$ cat src/rtl/riscv_pkg.sv
// Shared types and constants for the multicycle RV32I controller.
// Holds the FSM state encoding, opcodes and datapath mux selects.
package riscv_pkg;

    typedef enum logic [3:0] {
        S_FETCH    = 4'd0,
        S_DECODE   = 4'd1,
        S_MEMADR   = 4'd2,
        S_MEMREAD  = 4'd3,
        S_MEMWB    = 4'd4,
        S_MEMWRITE = 4'd5,
        S_EXECR    = 4'd6,
        S_EXECI    = 4'd7,
        S_ALUWB    = 4'd8,
        S_BEQ      = 4'd9,
        S_JAL      = 4'd10
    } ctrl_state_t;

    localparam logic [6:0] OP_LOAD   = 7'b0000011;
    localparam logic [6:0] OP_STORE  = 7'b0100011;
    localparam logic [6:0] OP_RTYPE  = 7'b0110011;
    localparam logic [6:0] OP_ITYPE  = 7'b0010011;
    localparam logic [6:0] OP_BRANCH = 7'b1100011;
    localparam logic [6:0] OP_JAL    = 7'b1101111;

    localparam logic [1:0] RES_ALUOUT    = 2'b00;
    localparam logic [1:0] RES_DATA      = 2'b01;
    localparam logic [1:0] RES_ALURESULT = 2'b10;

    localparam logic [1:0] SRCA_PC    = 2'b00;
    localparam logic [1:0] SRCA_OLDPC = 2'b01;
    localparam logic [1:0] SRCA_RD1   = 2'b10;

    localparam logic [1:0] SRCB_RD2  = 2'b00;
    localparam logic [1:0] SRCB_IMM  = 2'b01;
    localparam logic [1:0] SRCB_FOUR = 2'b10;

    localparam logic [1:0] ALUOP_ADD   = 2'b00;
    localparam logic [1:0] ALUOP_SUB   = 2'b01;
    localparam logic [1:0] ALUOP_FUNCT = 2'b10;

endpackage

$ cat src/rtl/multicycle_ctrl_fsm_if.sv
// Control bundle between the multicycle controller and the datapath.
// master: controller (drives controls); slave: datapath (drives status).
interface multicycle_ctrl_fsm_if;

    logic [6:0] opcode;
    logic       zero;
    logic       mem_ready;
    logic       pc_write;
    logic       adr_src;
    logic       mem_write;
    logic       ir_write;
    logic [1:0] result_src;
    logic [1:0] alu_src_a;
    logic [1:0] alu_src_b;
    logic [1:0] alu_op;
    logic       reg_write;
    logic       illegal_op;
    logic [3:0] state_o;

    modport master (
        input  opcode, zero, mem_ready,
        output pc_write, adr_src, mem_write, ir_write,
        output result_src, alu_src_a, alu_src_b, alu_op,
        output reg_write, illegal_op, state_o
    );

    modport slave (
        output opcode, zero, mem_ready,
        input  pc_write, adr_src, mem_write, ir_write,
        input  result_src, alu_src_a, alu_src_b, alu_op,
        input  reg_write, illegal_op, state_o
    );

endinterface

$ cat src/rtl/multicycle_ctrl_fsm_out_decode.sv
// ctrl_out_decode: combinational map from state and rdy to datapath controls.
// Ports: state, rdy, rst, zero in; pc_write..reg_write out.
module ctrl_out_decode
    import riscv_pkg::*;
(
    input  ctrl_state_t state,
    input  logic        rdy,
    input  logic        rst,
    input  logic        zero,
    output logic        pc_write,
    output logic        adr_src,
    output logic        mem_write,
    output logic        ir_write,
    output logic [1:0]  result_src,
    output logic [1:0]  alu_src_a,
    output logic [1:0]  alu_src_b,
    output logic [1:0]  alu_op,
    output logic        reg_write
);

    logic pc_update;
    logic branch;

    always_comb begin
        pc_update  = 1'b0;
        branch     = 1'b0;
        adr_src    = 1'b0;
        mem_write  = 1'b0;
        ir_write   = 1'b0;
        reg_write  = 1'b0;
        result_src = RES_ALUOUT;
        alu_src_a  = SRCA_PC;
        alu_src_b  = SRCB_RD2;
        alu_op     = ALUOP_ADD;
        unique case (state)
            S_FETCH: begin
                ir_write   = rdy;
                pc_update  = rdy;
                alu_src_b  = SRCB_FOUR;
                result_src = RES_ALURESULT;
            end
            // ALUOut <= OldPC + imm, the branch target
            S_DECODE: begin
                alu_src_a = SRCA_OLDPC;
                alu_src_b = SRCB_IMM;
            end
            S_MEMADR: begin
                alu_src_a = SRCA_RD1;
                alu_src_b = SRCB_IMM;
            end
            S_MEMREAD: begin
                adr_src = 1'b1;
            end
            S_MEMWB: begin
                result_src = RES_DATA;
                reg_write  = 1'b1;
            end
            // strobe held through every wait cycle
            S_MEMWRITE: begin
                adr_src   = 1'b1;
                mem_write = 1'b1;
            end
            S_EXECR: begin
                alu_src_a = SRCA_RD1;
                alu_op    = ALUOP_FUNCT;
            end
            S_EXECI: begin
                alu_src_a = SRCA_RD1;
                alu_src_b = SRCB_IMM;
                alu_op    = ALUOP_FUNCT;
            end
            S_ALUWB: begin
                reg_write = 1'b1;
            end
            S_BEQ: begin
                alu_src_a = SRCA_RD1;
                alu_op    = ALUOP_SUB;
                branch    = 1'b1;
            end
            // PC <= ALUOut (target); ALUResult = OldPC + 4 for the link
            S_JAL: begin
                alu_src_a = SRCA_OLDPC;
                alu_src_b = SRCB_FOUR;
                pc_update = 1'b1;
            end
            default: ;
        endcase
        // no architectural write may escape while reset is high
        if (rst) begin
            pc_update = 1'b0;
            branch    = 1'b0;
            ir_write  = 1'b0;
            mem_write = 1'b0;
            reg_write = 1'b0;
        end
    end

    assign pc_write = pc_update | (branch & zero);

endmodule

$ cat src/rtl/multicycle_ctrl_fsm.sv
// Main control FSM of the multicycle RV32I core: state register + next state.
// Ports: clk, rst (async, active high), bus (controller side of the bundle).
module multicycle_ctrl_fsm
    import riscv_pkg::*;
#(
    parameter bit MEM_WAIT_EN = 1'b1
) (
    input  logic                  clk,
    input  logic                  rst,
    multicycle_ctrl_fsm_if.master bus
);

    ctrl_state_t state_q;
    ctrl_state_t state_d;
    logic        rdy;
    logic        illegal;

    assign rdy = bus.mem_ready | ~MEM_WAIT_EN;

    always_ff @(posedge clk or posedge rst) begin
        if (rst) begin
            state_q <= S_FETCH;
        end else begin
            state_q <= state_d;
        end
    end

    always_comb begin
        state_d = S_FETCH;
        illegal = 1'b0;
        unique case (state_q)
            S_FETCH:    state_d = rdy ? S_DECODE : S_FETCH;
            S_DECODE: begin
                unique case (bus.opcode)
                    OP_LOAD,
                    OP_STORE:  state_d = S_MEMADR;
                    OP_RTYPE:  state_d = S_EXECR;
                    OP_ITYPE:  state_d = S_EXECI;
                    OP_BRANCH: state_d = S_BEQ;
                    OP_JAL:    state_d = S_JAL;
                    default:   illegal = 1'b1;
                endcase
            end
            // only loads and stores reach here; bit 5 tells them apart
            S_MEMADR:   state_d = bus.opcode[5] ? S_MEMWRITE : S_MEMREAD;
            S_MEMREAD:  state_d = rdy ? S_MEMWB : S_MEMREAD;
            S_MEMWRITE: state_d = rdy ? S_FETCH : S_MEMWRITE;
            S_EXECR,
            S_EXECI,
            S_JAL:      state_d = S_ALUWB;
            // MEMWB, ALUWB, BEQ and unused codes return to fetch
            default:    state_d = S_FETCH;
        endcase
    end

    assign bus.illegal_op = illegal;
    assign bus.state_o    = state_q;

    ctrl_out_decode u_out (
        .state      (state_q),
        .rdy        (rdy),
        .rst        (rst),
        .zero       (bus.zero),
        .pc_write   (bus.pc_write),
        .adr_src    (bus.adr_src),
        .mem_write  (bus.mem_write),
        .ir_write   (bus.ir_write),
        .result_src (bus.result_src),
        .alu_src_a  (bus.alu_src_a),
        .alu_src_b  (bus.alu_src_b),
        .alu_op     (bus.alu_op),
        .reg_write  (bus.reg_write)
    );

endmodule

$ cat src/flat_wrapper.sv
// flat-port wrapper written by rule: the top's interface ports become plain ports
module multicycle_ctrl_fsm_flat import riscv_pkg::*;
#(
    parameter bit MEM_WAIT_EN = 1'b1
)
  (clk, rst, bus_opcode, bus_zero, bus_mem_ready, bus_pc_write, bus_adr_src, bus_mem_write, bus_ir_write, bus_result_src, bus_alu_src_a, bus_alu_src_b, bus_alu_op, bus_reg_write, bus_illegal_op, bus_state_o);
  multicycle_ctrl_fsm_if bus_i ();
  input  logic clk;
  input  logic rst;
  input wire logic [$bits(bus_i.opcode)-1:0] bus_opcode;
  input wire logic [$bits(bus_i.zero)-1:0] bus_zero;
  input wire logic [$bits(bus_i.mem_ready)-1:0] bus_mem_ready;
  output wire logic [$bits(bus_i.pc_write)-1:0] bus_pc_write;
  output wire logic [$bits(bus_i.adr_src)-1:0] bus_adr_src;
  output wire logic [$bits(bus_i.mem_write)-1:0] bus_mem_write;
  output wire logic [$bits(bus_i.ir_write)-1:0] bus_ir_write;
  output wire logic [$bits(bus_i.result_src)-1:0] bus_result_src;
  output wire logic [$bits(bus_i.alu_src_a)-1:0] bus_alu_src_a;
  output wire logic [$bits(bus_i.alu_src_b)-1:0] bus_alu_src_b;
  output wire logic [$bits(bus_i.alu_op)-1:0] bus_alu_op;
  output wire logic [$bits(bus_i.reg_write)-1:0] bus_reg_write;
  output wire logic [$bits(bus_i.illegal_op)-1:0] bus_illegal_op;
  output wire logic [$bits(bus_i.state_o)-1:0] bus_state_o;
  assign bus_i.opcode = bus_opcode;
  assign bus_i.zero = bus_zero;
  assign bus_i.mem_ready = bus_mem_ready;
  assign bus_pc_write = bus_i.pc_write;
  assign bus_adr_src = bus_i.adr_src;
  assign bus_mem_write = bus_i.mem_write;
  assign bus_ir_write = bus_i.ir_write;
  assign bus_result_src = bus_i.result_src;
  assign bus_alu_src_a = bus_i.alu_src_a;
  assign bus_alu_src_b = bus_i.alu_src_b;
  assign bus_alu_op = bus_i.alu_op;
  assign bus_reg_write = bus_i.reg_write;
  assign bus_illegal_op = bus_i.illegal_op;
  assign bus_state_o = bus_i.state_o;
  multicycle_ctrl_fsm #(.MEM_WAIT_EN(MEM_WAIT_EN)) u_core (.clk(clk), .rst(rst), .bus(bus_i));
endmodule
$ cat config.mk
export PLATFORM = sky130hd
export DESIGN_NAME = multicycle_ctrl_fsm_flat
export DESIGN_NICKNAME = d
export VERILOG_FILES = /design/src/rtl/riscv_pkg.sv /design/src/rtl/multicycle_ctrl_fsm_if.sv /design/src/rtl/multicycle_ctrl_fsm_out_decode.sv /design/src/rtl/multicycle_ctrl_fsm.sv /design/src/flat_wrapper.sv
export SDC_FILE = /design/constraint.sdc
export NUM_CORES = 1
export LEC_CHECK = 0
export ABC_AREA = 1
export BUFFER_PORTS_ARGS = -buffer_cell sky130_fd_sc_hd__buf_2
export CORE_MARGIN = 2
export CORE_UTILIZATION = 38
export DETAILED_ROUTE_END_ITERATION = 8
export PLACE_DENSITY = 0.78
export SLEW_MARGIN = 20
export SYNTH_ARGS = -nofsm -noshare
export SYNTH_HDL_FRONTEND = slang
export SYNTH_HIERARCHICAL = 1
export SYNTH_SLANG_ARGS = --single-unit
export TNS_END_PERCENT = 1
$ cat constraint.sdc
create_clock -name clk -period 1.2 [get_ports clk]
set_input_delay 0.3 -clock clk [delete_from_list [all_inputs] [get_ports clk]]
set_output_delay 0.3 -clock clk [all_outputs]
set_load 0.02 [all_outputs]
Yosys cells after proc, flatten, opt, wreduce, memory -nomap -nowiden
Cells that the tools add are included.
Cells by class
  reduce and logical (&&, ||, !) cells: 11
  eq/ne operators: 16
  multiplexer cells: 23
  bitwise gates (word level): 2
Operators with widths (count)
  one-hot mux 4 bit (6 select lines): 1
  one-hot mux 4 bit (5 select lines): 1
  equality test 4 x 3 -> 1 bit (second input constant): 4
  one-hot mux 2 bit (2 select lines): 4
  equality test 7 x 6 -> 1 bit (second input constant): 2
  equality test 7 bit (second input constant): 2
  two-way mux 1 bit: 13
  equality test 4 bit (second input constant): 3
  OR reduction 2 bit: 6
  two-way mux 3 bit: 3
  equality test 4 x 2 -> 1 bit (second input constant): 2
  equality test 7 x 2 -> 1 bit (second input constant): 1
  equality test 7 x 5 -> 1 bit (second input constant): 1
  OR reduction 3 bit: 2
  OR reduction 6 bit: 1
  equality test 4 x 1 -> 1 bit (second input constant): 1
  zero test 4 bit: 1
  OR reduction 4 bit: 1
  one-hot mux 1 bit (2 select lines): 1
  AND 1 bit: 1
  OR 1 bit: 1
Storage, ports and cells
  input port bits: 11
  output and inout bits: 18
  flip-flop bits (word level): 4
  logic and storage cells: 53

Logic depth before layout (Yosys ltp)
Gate-level depths: netlist of the first run.
  word-level depth: 5
  depth in mapped cells: 7
  mapped depth without buffers: 7

By module
Netlist of the first run, hierarchy kept.
By module, submodules not included
  multicycle_ctrl_fsm: seq. area each 100.1 µm², area an instance 360.3 µm², instances 1, cells an instance 61
  ctrl_out_decode: seq. area each 0.0 µm², area an instance 163.9 µm², instances 1, cells an instance 39

Worst setup path before layout of the first run
Ideal clock, no wire load.
  kind: register -> output
  start point: reg u_core.state_q[3] (netlist: u_core/bus.state_o[3])
  end point: out bus_pc_write
  setup slack: -373 ps
  path buffers: 0
  data required time: 900 ps
  arrival time: 1273 ps
  cell stages (with the launch flop): 5
  path through: dfrtp_1 nand2_1 nor2_2 nand3_1 nand2_1
Between the ends
  longest elaborated chain between the ends: 5
  elaborated cells between the ends (all ways): 9
  those cells by class: 2 x eq/ne; 4 x mux; 2 x bitwise; 1 x reduce/logical
RTL lines
  start, declared: RTL line multicycle_ctrl_fsm.sv:13  | ctrl_state_t state_q;
  start signal, assigned: RTL line multicycle_ctrl_fsm.sv:24  | state_q <= state_d;
  equality test 4 bit: RTL line multicycle_ctrl_fsm_out_decode.sv:35  | unique case (state)
  two-way mux 1 bit: RTL line multicycle_ctrl_fsm_out_decode.sv:35
  two-way mux 1 bit: RTL line multicycle_ctrl_fsm_out_decode.sv:89  | if (rst) begin
  AND 1 bit: RTL line multicycle_ctrl_fsm_out_decode.sv:98  | assign pc_write = pc_update | (branch & zero);
  OR 1 bit *: RTL line multicycle_ctrl_fsm_out_decode.sv:98
  end, declared: RTL line flat_wrapper.sv:13  | output wire logic [$bits(bus_i.pc_write)-1:0] bus_pc_write;
Every way passes the cells marked *; elsewhere a longest branch is shown, timed or not.

Worst setup path in the final report of the first run
  start point: reg u_core.state_q[3] (netlist: u_core/bus.state_o[3])
  end point: out bus_illegal_op
Between the ends
  longest elaborated chain between the ends: 2
RTL lines
  equality test 4 x 1 -> 1 bit: RTL line multicycle_ctrl_fsm.sv:31  | unique case (state_q)
  two-way mux 1 bit: RTL line multicycle_ctrl_fsm.sv:31
  end, declared: RTL line flat_wrapper.sv:22  | output wire logic [$bits(bus_i.illegal_op)-1:0] bus_illegal_op;
No other way between the ends.

==> metrics.txt, run 1 <==
critical path capture point type output port; DRC marker count from the first detailed-route iteration 8; CP startpoint u_core/bus.state_o[3]; DR vias/cell 4.72; P_int 436 uW; TritonCTS clock tree built; Post-Syn Area between 500 and 600 um2; Core Area between 1000 and 1500 um2; htree depth 1; Clk pwr share between 20% and 30%; Tightest Pin Transition 0.215 ns; GRT Residual Overflow 0; highest clock rate 621 MHz; Slew Limit Fails 0; post-synth cell types 15; Sw Ratio 39.8%; All-Layer GR Usage 22.5%; crit-path max cell delay 0.47 ns; drt wl/cell 10.7 um; first-pass GRT wire length 2.48 mm; PwrDens 734 nW/um2; Worst setup SP type flip-flop; drt drc 0; max cap viols 0; Final setup viols 19; Final ANT Viol Nets 0; R2R setup slack -0.13 ns; hold buffer count at cts 0; Ports 29; clock sink total 4; DP Cell Count between 150 and 200; Tmin final 1.61 ns; Synthesized Nets 111; sequential power share 22.9%; via count 783; relative slew slack a little under nine tenths; die width 41.1 um; Mean Syn Cell Area 5.24 um2; Synth Warn # 6; DR pass1 iterations 4; combinational share of power 54.9%; initial antenna violation count 0; max FFs per register 4; DP HPWL 1.32 mm; Clock Path Buffers 2; Die Area 1690 um2; Req. time, crit path about 0.9 ns; cells after synthesis 100; PortBufs 28; status finished, violations left; row count 13; Worst VDD drop 0.353 mV; setup repair after global routing missed its margin true; failing checks negative setup slack; clock skew 0.00214 ns; ANT cells 0; crit path cell chain nor2_4 -> inv_2 -> nor2_4 -> nor3b_4 -> buf_6; clock-pin slew on the worst setup and hold paths 0.04 ns; number of global-route vias before repair 656; die height 41.1 um; nets@finish around 160; post-route worst setup slack -0.410 ns; share of cells above drive strength 1 54.3%; largest net degree at the start of global routing 8; CTS Buf Count 3; Setup Crit Path Kind reg -> out; non-filler instance count after layout 166; most frequent CP cell nor2_4; worst reg-to-reg path cell count 9; slowest CP cell dfrtp_2; Placer Congestion 0.852; Initial Util 40.3%; Layout area overhead 88.3%; total power draw a little over 700 uW; leak pwr 0.588 nW; register area share after synthesis 19.1%; Routed WL roughly 1.8 mm; reg2reg start u_core/bus.state_o[3]; P_sw between 200 and 300 uW; CTS root buf clkbuf_4; Skew-Pair Late Insertion Delay about 0.23 ns; Final Hold Viols 0; Final Cycle Share 134%; CP Data Arrival Time 1.31 ns; CP max FO 7; post-synthesis register bit count 4; worst min path class in -> async
[cells by family after synthesis]
family                 count (synthesis)  synth area share [%]
AOI/OAI and AO/OA                      6                  6.68
DFF                                    4                  19.1
and+or+nand+nor                       70                  59.9
buffers and inverters                 20                  14.3
[routing by layer]
layer	global-route usage [%]	share of wire [%]
met3	3.26	3.1
met5	0	0
met4	9.68	0
met1	22.6	39
met2	44.5	58
[synth_stat cells (all sizes together)]
cell type	instances	area share, %
a21oi	2	1.9
dfrtp	4	19
inv	20	14
nand2	37	26
nand3	11	11
nand4	2	2.4
nor2	18	17
nor3	1	0.95
nor3b	1	2.4
o211ai	1	1.4
o21ai	2	1.9
o31ai	1	1.4
[stage by stage]
| step | hold WS (ns) | area, um2 | TNS (ns) | util (%) | worst slack, ns |
|---|---|---|---|---|---|
| 2_1_floorplan | 0.0661 | 548 | -1.68 | - | -0.219 |
| 3_3_place_gp | 0.333 | 835 | -1.31 | 64.1 | -0.187 |
| 3_5_place_dp | 0.335 | 835 | -1.73 | 64.1 | -0.227 |
| 4_1_cts | 0.0920 | 935 | -4.94 | 71.8 | -0.402 |
| 5_1_grt | 0.103 | 987 | -6.17 | 75.9 | -0.485 |
| 6_report | 0.0953 | 987 | -4.98 | 75.9 | -0.410 |
[power groups by stage]
stage	Sequential, mW	Clock [mW]	Combinational (mW)
2_1_floorplan	0.176	0	0.184
3_3_place_gp	0.161	0	0.331
3_5_place_dp	0.162	0	0.337
4_1_cts	0.162	0.167	0.374
5_1_grt	0.168	0.171	0.431
6_report	0.166	0.161	0.398
[layout make-up]
type / instances / area (um2)
fillers: 105 / 314
clock buffers: 3 / 22.5
inverters: 20 / 75.1
flip-flops and latches: 4 / 105
repair buffers: 48 / 343
multi-input cells: 76 / 423
well taps: 15 / 18.8
[timing repair]
action,in CTS,in global routing
setup endpoints to repair,16,21
resized for setup,22,17
pin swaps,1,3
setup buffers,2,1
[worst max-delay path, delay by kind of cell, from the launching register on]
kind | cells | cell delay, ns
buf+inv | 2 | 0.20
simple gates | 3 | 0.41
flops | 1 | 0.47
[final timing paths]
path,end
hold / removal,u_core/bus.state_o[1]
hold reg to reg,u_core/bus.state_o[3]
setup reg to reg,u_core/bus.state_o[2]
min in group clk,u_core/bus.state_o[0]
max in group asynchronous,u_core/bus.state_o[2]
setup / recovery,bus_illegal_op
[placed cells by master, fill, tap and decap left out]
master	netlist	final
a21oi_1	2	2
buf_2	0	13
buf_4	0	31
buf_6	0	4
clkbuf_4	0	3
dfrtp_2	0	4
inv_1	19	13
inv_2	1	7
nand2_1	37	31
nand2_2	0	5
nand2_4	0	1
nand3_1	11	8
nand3_2	0	3
nand4_1	2	2
nor2_1	13	10
nor2_2	3	3
nor2_4	2	5
nor3_2	0	1
nor3b_4	0	1
o211ai_1	1	1
o21ai_0	2	2
o31ai_2	0	1
No activity file was read; power rests on OpenSTA's default activity.
==> inputs of run 2 (changes only) <==
==> constraint.sdc (replaced) <==
create_clock -name clk -period 1.2 [get_ports clk]
set_input_delay 0.06 -clock clk [delete_from_list [all_inputs] [get_ports clk]]
set_output_delay 0.06 -clock clk [all_outputs]
set_load 0.02 [all_outputs]
==> run 2 against run 1 <==
The flow still finishes with violations (negative setup slack). Non-clock buffer count down 6. Critical path type unchanged. Combinational power down 3%. Sequential power up 5%. Register-to-register slack better by 0.10 ns. Largest power group unchanged. Cell area down 2.9%. Maximum frequency up 16%. Clock skew up 0.0017 ns. Sequential share of layout area up 0.32 points.
==> metrics.txt, run 2 (same netlist as run 1, synthesis figures left out) <==
DR vias/cell roughly 5.0; clock sink total 4; initial antenna violation count 0; leak pwr roughly 0.56 nW; Core Area roughly 1300 um2; Register Area 105 um2; Tmin final ~1.4 ns; Tightest Pin Transition between 0.2 and 0.25 ns; Final setup viols 16; combinational share of power 52.2%; Final Cycle Share 115%; reg2reg start u_core/bus.state_o[0]; Worst VDD drop 0.406 mV; htree depth 1; failing checks negative setup slack; Routed WL 1.75 mm; Final ANT Viol Nets 0; worst min path class in -> reg; GRT Residual Overflow 0; worst-case hold path end point u_core/bus.state_o[2]; All-Layer GR Usage 20.7%; PwrDens 774 nW/um2; die height 41.1 um; CTS root buf clkbuf_4; worst reg-to-reg path cell count 7; DP HPWL 1.18 mm; most crowded layer after global routing met2; critical path capture point type output port; R2R setup slack -0.03 ns; highest clock rate 723 MHz; relative slew slack between 80% and 90%; Final Hold Viols 0; Setup Crit Path Kind reg -> out; Sw Ratio 40.5%; setup TNS -1.64 ns; Hold Crit Start bus_opcode[4]; ANT cells 0; Slew Limit Fails 0; status finished, violations left; Ports 29; nets@finish approximately 160; Skew-Pair Late Insertion Delay roughly 0.23 ns; RR Endpoint u_core/bus.state_o[0]; most frequent cells in the layout nand2_1 (30), buf_4 (20), buf_2 (15); largest net degree at the start of global routing 9; Clock Path Buffers 2; Placer Congestion around 0.87; Req. time, crit path 1.14 ns; total power draw 742 uW; PortBufs 28; sequential power share 23.6%; Die Area 1690 um2; CP Data Arrival Time 1.32 ns; row count 13; drt wl/cell 10.9 um; CP max FO 6; hold_ws between 0.1 and 0.15 ns; GRT met1 Usage 24.6%; post-route worst setup slack -0.183 ns; TritonCTS clock tree built; share of cells above drive strength 1 approximately 53%; die width around 41 um; # fillers 89; max cap viols 0; clock skew 0.00381 ns; setup repair after global routing missed its margin true; Hold Crit Depth 3; area of the multi-input gates between 400 and 500 um2; max FFs per register 4; Worst setup SP type flip-flop; Clk pwr share 24.2%; Layout area overhead 82.8%; CTS Buf Count 3; DRC marker count from the first detailed-route iteration 10; met2 GRT Util 37.5%; P_int around 440 uW; first-pass GRT wire length approximately 2.4 mm; M3 GR Usage 1.63%; number of global-route vias before repair 608; P_sw 300 uW; most common cell after layout, fill and taps aside nand2_1; drt drc 0; via count 807; Initial Util 40.3%; DR pass1 iterations 4; clock-pin slew on the worst setup and hold paths roughly 0.040 ns
## run 2: repair_timing
action	CTS	global route
hold buffers	1	0
endpoints found under the setup margin	15	17
resized for setup	31	19
pin swaps	2	4
setup buffers	6	1
endpoints found under the hold margin	4	0
## run 2: how the worst max path moves through the flow
stage | start | endpoint | slack [ns]
3_3_place_gp | u_core/bus.state_o[2] | bus_pc_write | -0.02
3_5_place_dp | u_core/bus.state_o[2] | bus_pc_write | -0.04
2_1_floorplan | u_core/bus.state_o[2] | bus_alu_src_a[1] | -0.1
4_1_cts | u_core/bus.state_o[3] | bus_illegal_op | -0.15
6_report | u_core/bus.state_o[2] | bus_illegal_op | -0.18
5_1_grt | u_core/bus.state_o[3] | bus_alu_src_a[1] | -0.27
## run 2: layout make-up
class / count / share of cell area [%]
well taps: 15 / 1.96
multi-input cells: 76 / 44.6
repair buffers: 42 / 31.6
clock buffers: 4 / 2.74
inverters: 20 / 8.09
flip-flops and latches: 4 / 11.0
## run 2: through the flow
stage	cell area (um2)	util (%)	setup slack [ns]	std cells
floorplan	536	-	-0.0990	100
global placement	739	56.8	-0.0181	149
detailed placement	739	56.8	-0.0361	149
CTS	881	67.7	-0.151	160
global route	958	73.7	-0.270	161
finish	958	73.7	-0.183	161
## run 2: worst max-delay path, stage by stage, from the launching register on
cell and delay (ns):
dfrtp_2 0.48, nor2_4 0.16, inv_2 0.06, nor2_4 0.07, nor3b_2 0.15, buf_4 0.16
## run 2: routing by layer
| layer | vias up | routed length, um |
|---|---|---|
| met4 | 0 | 36 |
| li1 | 401 | - |
| met2 | 32 | 940 |
| met3 | 4 | 78 |
| met1 | 370 | 691 |
| met5 | - | 0 |
## run 2: power by group through the flow
stage / Sequential, mW / Clock [mW] / Combinational, mW
6_report: 0.175 / 0.179 / 0.388
5_1_grt: 0.177 / 0.205 / 0.418
4_1_cts: 0.168 / 0.186 / 0.353
3_5_place_dp: 0.168 / 0 / 0.295
3_3_place_gp: 0.167 / 0 / 0.288
2_1_floorplan: 0.174 / 0 / 0.178
==> inputs of run 3 (changes only) <==
Settings changed: SKIP_CTS_REPAIR_TIMING from default to 1.
==> run 3 against run 2 <==
The run still ends with negative setup slack left. Hold slack lost 0.0036 ns. Count of clock-buffer cells in the layout is the same. Clock skew about the same. Largest cell class unchanged. First-iteration DRC count decreased by 10%. Largest power group unchanged. Total power fell by 4.0%. Sequential power fell by 2%. Critical path depth did not move. Setup slack lost 0.031 ns. Wire length decreased by 6.7%.
==> metrics.txt, run 3 (same netlist as run 1, synthesis figures left out) <==
status finished, violations left; failing checks negative setup slack; R2R setup slack -0.02 ns; via count roughly 770; Layout area overhead 73.0%; Top Metal Used met4; relative slew slack 85.1%; RR Endpoint u_core/bus.state_o[2]; crit path cell chain nor2_4 -> inv_2 -> nor2_4 -> nor3b_2 -> buf_4; All-Layer GR Usage 18.6%; initial antenna violation count 0; largest net degree at the start of global routing 11; Final Hold Viols 0; worst reg-to-reg path cell count 8; Ports 29; max cap viols 0; TritonCTS clock tree built; Clock Path Buffers 2; DP HPWL 1.18 mm; max FFs per register 4; Critical path buffers and inverters 2; slowest CP cell dfrtp_2; CP top delay family flip-flops; Setup Crit Path Kind reg -> out; Die Area 1690 um2; Req. time, crit path approximately 1.1 ns; most common cell after layout, fill and taps aside nand2_1; row count 13; htree depth 1; highest clock rate about 710 MHz; Register Area 105 um2; # fillers 103; critical path capture point type output port; PortBufs 28; setup TNS -1.65 ns; worst min path class in -> reg; CP max FO 8; Slew Limit Fails 0; routed wl met2 868 um; most frequent cells in the layout nand2_1 (33), buf_4 (22), buf_2 (15); Worst setup SP type flip-flop; Final setup viols 15; met3 WL 70 um; Routed WL 1.63 mm; non-filler instance count after layout 160; area of the multi-input gates 398 um2; ANT cells 0; Skew-Pair Late Insertion Delay 0.23 ns; total power draw 712 uW; drt wl/cell 10.2 um; die height 41.1 um; clock skew ~0.004 ns; Tmin final 1.41 ns; CP Data Arrival Time between 1 and 1.5 ns; Final Cycle Share 118%; nets@finish 157; first-pass GRT wire length approximately 2.1 mm; wl on met1 around 670 um; Hold Crit Depth 3; DP Cell Count 149; leak pwr 0.552 nW; DRC marker count from the first detailed-route iteration 9; DR pass1 iterations 4; clock-pin slew on the worst setup and hold paths 0.04 ns; setup repair after global routing missed its margin true; CTS root buf clkbuf_4; die width 41.1 um; drt drc 0; post-route worst setup slack -0.214 ns; Worst VDD drop 0.385 mV; clock sink total 4; reg2reg start u_core/bus.state_o[3]; most frequent CP cell nor2_4; CTS Buf Count 3; PwrDens about 800 nW/um2; share of cells above drive strength 1 46.2%; Final ANT Viol Nets 0; worst-case hold path end point u_core/bus.state_o[2]; GRT Residual Overflow 0; Placer Congestion 0.871; Core Area around 1300 um2; Initial Util roughly two fifths; Tightest Pin Transition 0.223 ns; crit-path max cell delay 0.48 ns; DR vias/cell 4.79; Hold Crit Start bus_opcode[4]; number of global-route vias before repair 562
==> run 3: layout make-up <==
class / count / area share, %
multi-input cells: 76 / 43.9
repair buffers: 41 / 31.3
flip-flops and latches: 4 / 11.6
inverters: 20 / 8.28
clock buffers: 4 / 2.90
well taps: 15 / 2.07
==> run 3: metrics by stage <==
| stage | hold slack (ns) | setup WS, ns | area, um2 | utilization (%) |
|---|---|---|---|---|
| floorplan | -0.174 | -0.0990 | 536 | - |
| global placement | -0.0202 | -0.0181 | 739 | 56.8 |
| detailed placement | -0.0190 | -0.0361 | 739 | 56.8 |
| CTS | -0.267 | -0.287 | 766 | 58.8 |
| global route | 0.141 | -0.285 | 907 | 69.7 |
| finish | 0.132 | -0.214 | 907 | 69.7 |
==> run 3: worst min-delay path: cells and delay by family <==
family	cells	cell delay, ns
buf+inv	1	0.12
simple gates	2	0.14
==> run 3: worst max-delay path by stage <==
stage	slack [ns]	to	cells after the start	start
2_1_floorplan	-0.1	bus_alu_src_a[1]	6	u_core/bus.state_o[2]
3_3_place_gp	-0.02	bus_pc_write	6	u_core/bus.state_o[2]
3_5_place_dp	-0.04	bus_pc_write	6	u_core/bus.state_o[2]
4_1_cts	-0.29	bus_pc_write	6	u_core/bus.state_o[2]
5_1_grt	-0.28	bus_alu_src_a[1]	8	u_core/bus.state_o[3]
6_report	-0.21	bus_illegal_op	5	u_core/bus.state_o[3]
==> run 3: metal layers <==
metal	vias to the layer above	GRT usage, %
met2	25	32.8
met5	-	0
met3	2	1.63
met1	340	22.3
li1	399	-
met4	0	8.87
==> run 3: power breakdown <==
group          internal (mW)  total (mW)  switching (mW)
Sequential             0.145       0.171          0.0255
Combinational          0.157       0.360           0.203
Clock                  0.125       0.181          0.0561
